$ cat src/rtl/fma_share_arbiter_if.sv
// Purpose : request/response/FMA-side signal bundle for fma_share_arbiter.
// Latency : none (wires only).
// Backpr. : valid/ready per requester on both request and response sides.
// Ports   : req_valid/ready, req_a/b/c/op/rm (packed per requester),
//           rsp_valid/ready, rsp_out/flags, fpu_a/b/c/op/rm, fpu_out/flags.
interface fma_share_arbiter_if #(
  parameter int N_REQ  = 2,
  parameter int RECLEN = 33
);
  logic [N_REQ-1:0]        req_valid;
  logic [N_REQ-1:0]        req_ready;
  logic [N_REQ*RECLEN-1:0] req_a;
  logic [N_REQ*RECLEN-1:0] req_b;
  logic [N_REQ*RECLEN-1:0] req_c;
  logic [N_REQ*3-1:0]      req_op;
  logic [N_REQ*3-1:0]      req_rm;
  logic [N_REQ-1:0]        rsp_valid;
  logic [N_REQ-1:0]        rsp_ready;
  logic [RECLEN-1:0]       rsp_out;
  logic [4:0]              rsp_flags;
  logic [RECLEN-1:0]       fpu_a;
  logic [RECLEN-1:0]       fpu_b;
  logic [RECLEN-1:0]       fpu_c;
  logic [2:0]              fpu_op;
  logic [2:0]              fpu_rm;
  logic [RECLEN-1:0]       fpu_out;
  logic [4:0]              fpu_flags;

  // Arbiter side.
  modport slave (
    input  req_valid, req_a, req_b, req_c, req_op, req_rm, rsp_ready,
    input  fpu_out, fpu_flags,
    output req_ready, rsp_valid, rsp_out, rsp_flags,
    output fpu_a, fpu_b, fpu_c, fpu_op, fpu_rm
  );

  // Requesters plus the FMA datapath.
  modport master (
    output req_valid, req_a, req_b, req_c, req_op, req_rm, rsp_ready,
    output fpu_out, fpu_flags,
    input  req_ready, rsp_valid, rsp_out, rsp_flags,
    input  fpu_a, fpu_b, fpu_c, fpu_op, fpu_rm
  );
endinterface

$ cat src/rtl/fma_share_arbiter.sv
// Purpose : round-robin sharing of one combinational FMA among N_REQ requesters.
// Latency : request handshake in cycle T -> rsp_valid in cycle T+FPU_LAT+1.
// Backpr. : one op in flight; req_ready only in IDLE, result held until owner accepts.
// Ports   : clk_i, rst_i (sync, active high), bus (slave modport: requests,
//           responses, registered FMA operands, FMA result), busy_o (not IDLE).
module fma_share_arbiter #(
  parameter int N_REQ   = 2,
  parameter int EXPW    = 8,
  parameter int SIGW    = 24,
  parameter int RECLEN  = EXPW + SIGW + 1,
  parameter int FPU_LAT = 2
) (
  input  logic               clk_i,
  input  logic               rst_i,
  fma_share_arbiter_if.slave bus,
  output logic               busy_o
);

  localparam int GW = (N_REQ > 1) ? $clog2(N_REQ) : 1;
  localparam int CW = $clog2(FPU_LAT + 1);

  if (FPU_LAT < 1) begin : g_bad_lat
    $error("fma_share_arbiter: FPU_LAT must be >= 1");
  end
  if (N_REQ < 2 || N_REQ > 8) begin : g_bad_nreq
    $error("fma_share_arbiter: N_REQ must be 2..8");
  end

  typedef enum logic [1:0] {S_IDLE, S_EXEC, S_RESP} state_t;

  state_t            state_q, state_d;
  logic [CW-1:0]     cnt_q, cnt_d;
  logic [GW-1:0]     owner_q, owner_d;
  logic [GW-1:0]     last_grant_q, last_grant_d;
  logic [RECLEN-1:0] fpu_a_q, fpu_a_d;
  logic [RECLEN-1:0] fpu_b_q, fpu_b_d;
  logic [RECLEN-1:0] fpu_c_q, fpu_c_d;
  logic [2:0]        fpu_op_q, fpu_op_d;
  logic [2:0]        fpu_rm_q, fpu_rm_d;
  logic [RECLEN-1:0] rsp_out_q, rsp_out_d;
  logic [4:0]        rsp_flags_q, rsp_flags_d;

  logic              grant_vld;
  logic [GW-1:0]     grant_idx;
  logic [GW:0]       rr_sum;

  // Round-robin pick: scan last_grant+1, +2, ... with wrap; the first valid wins.
  always_comb begin
    grant_vld = 1'b0;
    grant_idx = '0;
    rr_sum    = '0;
    for (int k = 1; k <= N_REQ; k++) begin
      rr_sum = {1'b0, last_grant_q} + (GW+1)'(k);
      if (rr_sum >= (GW+1)'(N_REQ)) begin
        rr_sum = rr_sum - (GW+1)'(N_REQ);
      end
      if (!grant_vld && bus.req_valid[rr_sum[GW-1:0]]) begin
        grant_vld = 1'b1;
        grant_idx = rr_sum[GW-1:0];
      end
    end
  end

  always_comb begin
    state_d       = state_q;
    cnt_d         = cnt_q;
    owner_d       = owner_q;
    last_grant_d  = last_grant_q;
    fpu_a_d       = fpu_a_q;
    fpu_b_d       = fpu_b_q;
    fpu_c_d       = fpu_c_q;
    fpu_op_d      = fpu_op_q;
    fpu_rm_d      = fpu_rm_q;
    rsp_out_d     = rsp_out_q;
    rsp_flags_d   = rsp_flags_q;
    bus.req_ready = '0;
    bus.rsp_valid = '0;
    case (state_q)
      S_IDLE: begin
        if (grant_vld) begin
          // Outputs are forced low while reset is asserted so no handshake is seen.
          bus.req_ready[grant_idx] = !rst_i;
          fpu_a_d  = bus.req_a[int'(grant_idx)*RECLEN +: RECLEN];
          fpu_b_d  = bus.req_b[int'(grant_idx)*RECLEN +: RECLEN];
          fpu_c_d  = bus.req_c[int'(grant_idx)*RECLEN +: RECLEN];
          fpu_op_d = bus.req_op[int'(grant_idx)*3 +: 3];
          fpu_rm_d = bus.req_rm[int'(grant_idx)*3 +: 3];
          owner_d  = grant_idx;
          cnt_d    = CW'(FPU_LAT);
          state_d  = S_EXEC;
        end
      end
      S_EXEC: begin
        cnt_d = cnt_q - CW'(1);
        // Last settle cycle: the FMA output now reflects the registered operands.
        if (cnt_q == CW'(1)) begin
          rsp_out_d   = bus.fpu_out;
          rsp_flags_d = bus.fpu_flags;
          state_d     = S_RESP;
        end
      end
      S_RESP: begin
        bus.rsp_valid[owner_q] = !rst_i;
        if (bus.rsp_ready[owner_q]) begin
          last_grant_d = owner_q;
          state_d      = S_IDLE;
        end
      end
      default: state_d = S_IDLE;
    endcase
  end

  always_ff @(posedge clk_i) begin
    if (rst_i) begin
      state_q      <= S_IDLE;
      cnt_q        <= '0;
      owner_q      <= '0;
      last_grant_q <= GW'(N_REQ - 1);
      fpu_a_q      <= '0;
      fpu_b_q      <= '0;
      fpu_c_q      <= '0;
      fpu_op_q     <= '0;
      fpu_rm_q     <= '0;
      rsp_out_q    <= '0;
      rsp_flags_q  <= '0;
    end else begin
      state_q      <= state_d;
      cnt_q        <= cnt_d;
      owner_q      <= owner_d;
      last_grant_q <= last_grant_d;
      fpu_a_q      <= fpu_a_d;
      fpu_b_q      <= fpu_b_d;
      fpu_c_q      <= fpu_c_d;
      fpu_op_q     <= fpu_op_d;
      fpu_rm_q     <= fpu_rm_d;
      rsp_out_q    <= rsp_out_d;
      rsp_flags_q  <= rsp_flags_d;
    end
  end

  assign bus.fpu_a     = fpu_a_q;
  assign bus.fpu_b     = fpu_b_q;
  assign bus.fpu_c     = fpu_c_q;
  assign bus.fpu_op    = fpu_op_q;
  assign bus.fpu_rm    = fpu_rm_q;
  assign bus.rsp_out   = rsp_out_q;
  assign bus.rsp_flags = rsp_flags_q;
  assign busy_o        = (state_q != S_IDLE);

endmodule

$ cat src/flat_wrapper.sv
// flat-port wrapper written by rule: the top's interface ports become plain ports
module fma_share_arbiter_flat 
#(
  parameter int N_REQ   = 2,
  parameter int EXPW    = 8,
  parameter int SIGW    = 24,
  parameter int RECLEN  = EXPW + SIGW + 1,
  parameter int FPU_LAT = 2
)
  (clk_i, rst_i, busy_o, bus_req_valid, bus_req_a, bus_req_b, bus_req_c, bus_req_op, bus_req_rm, bus_rsp_ready, bus_fpu_out, bus_fpu_flags, bus_req_ready, bus_rsp_valid, bus_rsp_out, bus_rsp_flags, bus_fpu_a, bus_fpu_b, bus_fpu_c, bus_fpu_op, bus_fpu_rm);
  fma_share_arbiter_if #(.N_REQ(N_REQ), .RECLEN(RECLEN)) bus_i ();
  input  logic clk_i;
  input  logic rst_i;
  output logic busy_o;
  input wire logic [$bits(bus_i.req_valid)-1:0] bus_req_valid;
  input wire logic [$bits(bus_i.req_a)-1:0] bus_req_a;
  input wire logic [$bits(bus_i.req_b)-1:0] bus_req_b;
  input wire logic [$bits(bus_i.req_c)-1:0] bus_req_c;
  input wire logic [$bits(bus_i.req_op)-1:0] bus_req_op;
  input wire logic [$bits(bus_i.req_rm)-1:0] bus_req_rm;
  input wire logic [$bits(bus_i.rsp_ready)-1:0] bus_rsp_ready;
  input wire logic [$bits(bus_i.fpu_out)-1:0] bus_fpu_out;
  input wire logic [$bits(bus_i.fpu_flags)-1:0] bus_fpu_flags;
  output wire logic [$bits(bus_i.req_ready)-1:0] bus_req_ready;
  output wire logic [$bits(bus_i.rsp_valid)-1:0] bus_rsp_valid;
  output wire logic [$bits(bus_i.rsp_out)-1:0] bus_rsp_out;
  output wire logic [$bits(bus_i.rsp_flags)-1:0] bus_rsp_flags;
  output wire logic [$bits(bus_i.fpu_a)-1:0] bus_fpu_a;
  output wire logic [$bits(bus_i.fpu_b)-1:0] bus_fpu_b;
  output wire logic [$bits(bus_i.fpu_c)-1:0] bus_fpu_c;
  output wire logic [$bits(bus_i.fpu_op)-1:0] bus_fpu_op;
  output wire logic [$bits(bus_i.fpu_rm)-1:0] bus_fpu_rm;
  assign bus_i.req_valid = bus_req_valid;
  assign bus_i.req_a = bus_req_a;
  assign bus_i.req_b = bus_req_b;
  assign bus_i.req_c = bus_req_c;
  assign bus_i.req_op = bus_req_op;
  assign bus_i.req_rm = bus_req_rm;
  assign bus_i.rsp_ready = bus_rsp_ready;
  assign bus_i.fpu_out = bus_fpu_out;
  assign bus_i.fpu_flags = bus_fpu_flags;
  assign bus_req_ready = bus_i.req_ready;
  assign bus_rsp_valid = bus_i.rsp_valid;
  assign bus_rsp_out = bus_i.rsp_out;
  assign bus_rsp_flags = bus_i.rsp_flags;
  assign bus_fpu_a = bus_i.fpu_a;
  assign bus_fpu_b = bus_i.fpu_b;
  assign bus_fpu_c = bus_i.fpu_c;
  assign bus_fpu_op = bus_i.fpu_op;
  assign bus_fpu_rm = bus_i.fpu_rm;
  fma_share_arbiter #(.N_REQ(N_REQ), .EXPW(EXPW), .SIGW(SIGW), .RECLEN(RECLEN), .FPU_LAT(FPU_LAT)) u_core (.clk_i(clk_i), .rst_i(rst_i), .bus(bus_i), .busy_o(busy_o));
endmodule
$ cat config.mk
export PLATFORM = sky130hd
export DESIGN_NAME = fma_share_arbiter_flat
export DESIGN_NICKNAME = d
export VERILOG_FILES = /design/src/rtl/fma_share_arbiter_if.sv /design/src/rtl/fma_share_arbiter.sv /design/src/flat_wrapper.sv
export SDC_FILE = /design/constraint.sdc
export NUM_CORES = 1
export LEC_CHECK = 0
export BUFFER_PORTS_ARGS = -buffer_cell sky130_fd_sc_hd__clkbuf_2
export CORE_AREA = 3 3 153 155
export CTS_BUF_LIST = sky130_fd_sc_hd__clkbuf_2
export DETAILED_ROUTE_END_ITERATION = 8
export DIE_AREA = 0 0 156 158
export HOLD_SLACK_MARGIN = 0.12
export SETUP_SLACK_MARGIN = 0.4
export SLEW_MARGIN = 20
export SYNTH_ARGS = -nofsm -noshare
export SYNTH_HDL_FRONTEND = slang
export SYNTH_SLANG_ARGS = --single-unit
$ cat constraint.sdc
create_clock -name clk_i -period 3.2 [get_ports clk_i]
set_input_delay 0.96 -clock clk_i [delete_from_list [all_inputs] [get_ports clk_i]]
set_output_delay 0.96 -clock clk_i [all_outputs]
set_load 0.02 [all_outputs]
Word level (Yosys, flattened, before mapping)
Index checks and enable logic that the tools add are counted.

Flip-flop bits (word level): 149. Input port bits: 254. Word-level logic and storage cells: 77.

Add/sub/neg operators: 5. Multiply operators: 2. $lt $le $gt $ge: 8. Eq/ne operators: 6. Shift-type cells: 5. Muxes and demuxes: 25. Bitwise logic cells: 2. Reductions and logical operators: 13.

Operators by type and width (count): 66-bit by 32-bit indexed part select with 33-bit output (3); 6-bit by 32-bit indexed part select with 3-bit output (2); 1-bit two-way mux (14); 2-bit two-way mux (7); 1-bit by 2-bit < comparator with 1-bit output (second input constant) (4); 2-bit AND reduction (4); 1-bit by 6-bit multiplier with 7-bit output (second input constant) (1); 2-bit by 1-bit inequality test with 1-bit output (second input constant) (3); 2-bit case mux with 3 select lines (1); 2-bit AND (2); 2-bit by 1-bit == test with 1-bit output (second input constant) (2); 2-bit >= comparator (second input constant) (2); 2-bit case mux with 2 select lines (1); 2-bit nonzero test (2); 1-bit logical AND (3); 1-bit by 2-bit multiplier with 3-bit output (second input constant) (1); 3-bit AND reduction (1); 1-bit by 1-bit adder with 2-bit output (second input constant) (1); 1-bit by 2-bit adder with 2-bit output (second input constant) (1); 1-bit demux with 1-bit select (2); 2-bit == test (second input constant) (1); 1-bit >= comparator (second input constant) (2); 1-bit zero test (2); 2-bit zero test (1); other kinds (2) (3).

Logic depth before layout (Yosys ltp)
Depth after elaboration: 16. Gate-level depth with buffers: 7.

Least setup slack after synthesis
OpenSTA, ideal clock, no wires.

Path kind: input-to-output. From: input rst_i. To: output bus_req_ready[0]. Arrival: 2.471 ns. Data required time: 2.240 ns. Setup slack: -0.231 ns. Stages: 6. Cells stage by stage: buf_2 > or3_1 > buf_2 > buf_2 > buf_1 > nor3b_1.

Cells in the longest elaborated chain, start to end: 4.

RTL lines: start, declared (line flat_wrapper.sv:13) `input logic rst_i;`; 1-bit zero test (line fma_share_arbiter.sv:82) `bus.req_ready[grant_idx] = !rst_i;`; 2-bit AND (no line); 2-bit two-way mux (line fma_share_arbiter.sv:80) `if (grant_vld) begin`; 2-bit two-way mux (line fma_share_arbiter.sv:78) `case (state_q)`; end, declared (line flat_wrapper.sv:24) `output wire logic [$bits(bus_i.req_ready)-1:0] bus_req_ready;`.

Every way passes these cells.

Worst setup path in the final report
From: register u_core.state_q[0]. To: output bus_req_ready[1].

Cells in the longest elaborated chain, start to end: 2.

RTL lines: start, declared (line fma_share_arbiter.sv:31) `state_t state_q, state_d;`; start signal, assigned (line fma_share_arbiter.sv:127) `state_q <= state_d;`; 2-bit zero test (line fma_share_arbiter.sv:78); 2-bit two-way mux (line fma_share_arbiter.sv:78).

Every way passes these cells.

==> results.txt <==
----------------------------------------------------
[Drt]
  Post-detailed-routing wire length ... 23,100 um
  Number of detailed-route iterations in the first pass ... 5
  DRC violations left ... 0
  DR vias/cell ... 4.95
  Count of vias placed by the detailed router ... 6,639
  Number of violations reported at the end of detailed-routing iteration 0 ... 578
  Post-detailed-route count of antenna-violating nets ... 0
  DR WL/cell ... 17.2 um

[Finish]
  Core occupancy in the finished layout ... 39.1%
  Fraction of layout instances using a drive strength above 1 ... 43.5%
  Leading cell types in the layout, fill and taps excluded ... sky130_fd_sc_hd__clkbuf_2 (412), sky130_fd_sc_hd__nand2_1 (182), sky130_fd_sc_hd__dfxtp_1 (147), sky130_fd_sc_hd__nor3_1 (106), sky130_fd_sc_hd__a221o_1 (105)
  Most frequent standard cell in the layout excluding fill and tap cells ... sky130_fd_sc_hd__clkbuf_2
  Synthesis-to-finish area growth ... 44.4%
  Final Net Count ... 1,303

[Synthesis]
  Top cell type's share of synthesized area ... 50.2%
  Cells taking the most area after synthesis ... sky130_fd_sc_hd__dfxtp_1 (50%), sky130_fd_sc_hd__a221o_1 (18%), sky130_fd_sc_hd__nand2_1 (11%), sky130_fd_sc_hd__nor3_1 (9.0%), sky130_fd_sc_hd__a21oi_1 (3.5%)
  Number of flops mapped to enable cells by yosys ... 0
  Distinct cells, synth ... 27
  Number of warnings printed during yosys synthesis ... 0
  Ys flop type ... sky130_fd_sc_hd__dfxtp_1
  Post-Synthesis Cells ... 683
  Area of the mapped netlist ... 0.00595 sq mm
  Cell type contributing the most total cell area after synthesis ... sky130_fd_sc_hd__dfxtp_1
  Number of flip-flops and latches in the synthesized netlist ... 149
  Synth Area per Inst ... 8.71 sq um
  Share of synthesized registers carrying an async set or reset ... 0%
  Net count after synthesis ... 938
  Portion of the post-synthesis area used by sequential elements ... 50.2%

[Critical path]
  Slowest stage delay, CP ... 400 ps
  Reg-to-Reg End ... u_core.bus.fpu_b[22]$_SDFFE_PP0P_
  Beginning of the worst register-to-register path ... u_core.state_q[1]$_SDFFE_PP0P_
  Sequence of cells on the critical path ... or3_4, a211oi_4, clkbuf_8
  Reg2Reg Setup Slack ... 900 ps
  Data arrival, critical path ... 1870 ps
  Largest driver fanout on the critical path ... 3
  CP required ... 2240 ps
  Worst Setup Start Kind ... register
  CP Capture Type ... primary output
  Worst R2R Path Depth ... 5
  Critical path type ... register to primary output
  CP max-delay cell ... sky130_fd_sc_hd__dfxtp_4

[Hold path]
  Number of instances on the worst hold path ... 3
  Worst Hold Launch ... bus_fpu_out[22]
  Hold Path Class ... primary input to register
  Worst Hold End ... u_core.bus.rsp_out[22]$_SDFFE_PP0P_

[Power]
  Cell area power density ... 493 mW/mm^2
  Leakage power total ... 4.12 nW
  Peak VDD IR ... 0.205 mV

[Floorplanning]
  Standard-cell row count ... 54
  Die Y-Extent ... 158 um
  Full die area ... 0.0246 sq mm
  Starting density of the core ... 27.1%
  Die width ... 156 um
  I/O pin count ... 402
  Area of the core ... 0.0220 sq mm

[Timing]
  RSZ-0062 raised after global routing ... yes
  Sum of negative setup slack ... 0 ps
  Clock tree skew after final layout ... 56.3 ps
  Endpoints failing setup ... 0
  Number of failing hold endpoints at the final stage ... 0
  Tcrit/Tclk final ... 88.5%
  Normalized max-slew margin ... 58.1%
  Max-slew violations ... 0
  Transition time of the tightest slew-check pin ... 628 ps
  Achievable Freq ... 353 MHz
  Post-layout min period ... 2830 ps
  Worst-case hold slack ... 428 ps

[CTS]
  Clock transition at the registers of the reported paths ... 290 ps
  CTS sink count ... 149
  Count of H-tree levels built during CTS ... 4
  Count of hold-fix buffers inserted at cts ... 0
  Maximum buffer depth of the clock tree ... 2
  Worst-Skew Late Latency ... 690 ps
  Clock tree root driver cell ... sky130_fd_sc_hd__clkbuf_2
  CTS tree ... done
  Num CTS Buffers ... 17

[Global routing]
  Largest net degree at the start of global routing ... 107
  First-pass GRT wire length ... 34,000 um
  Residual overflow from global routing ... 0
  Via count of the first global-routing pass ... 6,058
  Antenna violations before repair ... 1
  GR Util All Layers ... 17.3%

[Job]
  Reported max-cap violation count ... 0

[Placed design]
  IO buf count ... 401
  Sum of net half-perimeters after detailed placement ... 16,000 um
  Global placer's final weighted congestion ... 0.788

[Run status]
  Outcome ... finished clean

----------------------------------------------------
[report_power, final]
part           switching [W]  leakage, nW  internal [W]
combinational       0.000488         2.73      0.000356
sequential         0.0000789         1.22       0.00200
clock               0.000834        0.175      0.000479
total                0.00140         4.12       0.00283
[worst max-delay path, delay by kind of cell (launching register included)]
family,cells,cell delay [ps]
DFF,1,400
buffers and inverters,1,200
AOI/OAI and AO/OA,1,200
and+or+nand+nor,1,400
[routing by layer]
layer  wire length [um]  vias up  share of wire [%]  track usage, %
li1                   -     3232                  -               -
met3               2030       27                8.8            5.74
met5                  0        -                  0               0
met2              11100      310                 48            28.5
met1               9540     3070                 41            21.7
met4                396        0                1.7            4.63
[flip-flops by register name, indices dropped and copies added (netlist names)]
register / flops
u_core.bus.fpu_a: 33
u_core.bus.fpu_b: 33
u_core.bus.fpu_c: 33
u_core.bus.rsp_out: 33
u_core.bus.rsp_flags: 5
u_core.bus.fpu_op: 3
u_core.bus.fpu_rm: 3
u_core.cnt_q: 2
u_core.state_q: 2
u_core.last_grant_q: 1
u_core.owner_q: 1
[stage by stage]
stage	instance area [sq um]	setup slack, ps	cells	power [W]
3_3_place_gp	8170	271	1303	0.00294
2_1_floorplan	5990	112	683	0.00256
6_report	8580	367	1342	0.00423
3_5_place_dp	8170	239	1303	0.00294
5_1_grt	8580	165	1342	0.00446
4_1_cts	8520	165	1337	0.00429
[area by class of cell]
| type | instances | area [sq um] |
|---|---|---|
| fill | 2292 | 13400 |
| sequential | 149 | 2990 |
| multi-input combinational | 456 | 2700 |
| timing repair buffer | 419 | 2230 |
| tap | 280 | 350 |
| clock inverter | 15 | 209 |
| clock buffer | 17 | 85.1 |
| inverter | 5 | 18.8 |
| antenna | 1 | 2.50 |
[worst max path at each step]
stage / from / depth (start not counted) / end / slack (ps)
after floorplan: rst_i / 6 / bus_req_ready[0] / 110
after global placement: rst_i / 6 / u_core.bus.fpu_c[4]$_SDFFE_PP0P_ / 270
after global routing: u_core.state_q[0]$_SDFFE_PP0P_ / 3 / bus_req_ready[1] / 160
final: u_core.state_q[0]$_SDFFE_PP0P_ / 3 / bus_req_ready[1] / 370
after detailed placement: rst_i / 6 / u_core.bus.fpu_b[14]$_SDFFE_PP0P_ / 240
after CTS: u_core.state_q[0]$_SDFFE_PP0P_ / 3 / bus_req_ready[1] / 170
[cells by family (layout without fill, tap and decap cells)]
family | Yosys count | in the layout | synth area share, %
buffers and inverters | 78 | 456 | 5.45
and+or+nand+nor | 299 | 299 | 21.6
other | 0 | 1 | 0
adders and majority gates | 1 | 1 | 0.210
DFF | 149 | 149 | 50.2
AOI/OAI and AO/OA | 156 | 156 | 22.6
[repair_timing]
action / in CTS / in global routing
setup endpoints to repair: 4 / 5
pin swaps: 2 / 2
gates cloned: 0 / 0
resized for setup: 12 / 11
setup buffers: 2 / 4
[cell usage after synthesis (2+ instances only)]
cell / n
sky130_fd_sc_hd__buf_1: 2
sky130_fd_sc_hd__a221o_1: 105
sky130_fd_sc_hd__nand2_1: 182
sky130_fd_sc_hd__o21ai_0: 3
sky130_fd_sc_hd__clkbuf_1: 52
sky130_fd_sc_hd__a21oi_1: 41
sky130_fd_sc_hd__dfxtp_1: 149
sky130_fd_sc_hd__inv_1: 5
sky130_fd_sc_hd__or3_1: 2
sky130_fd_sc_hd__buf_4: 3
sky130_fd_sc_hd__buf_2: 16
sky130_fd_sc_hd__nor3b_1: 2
sky130_fd_sc_hd__nor3_1: 107
Power figures use the tool's default switching activity.
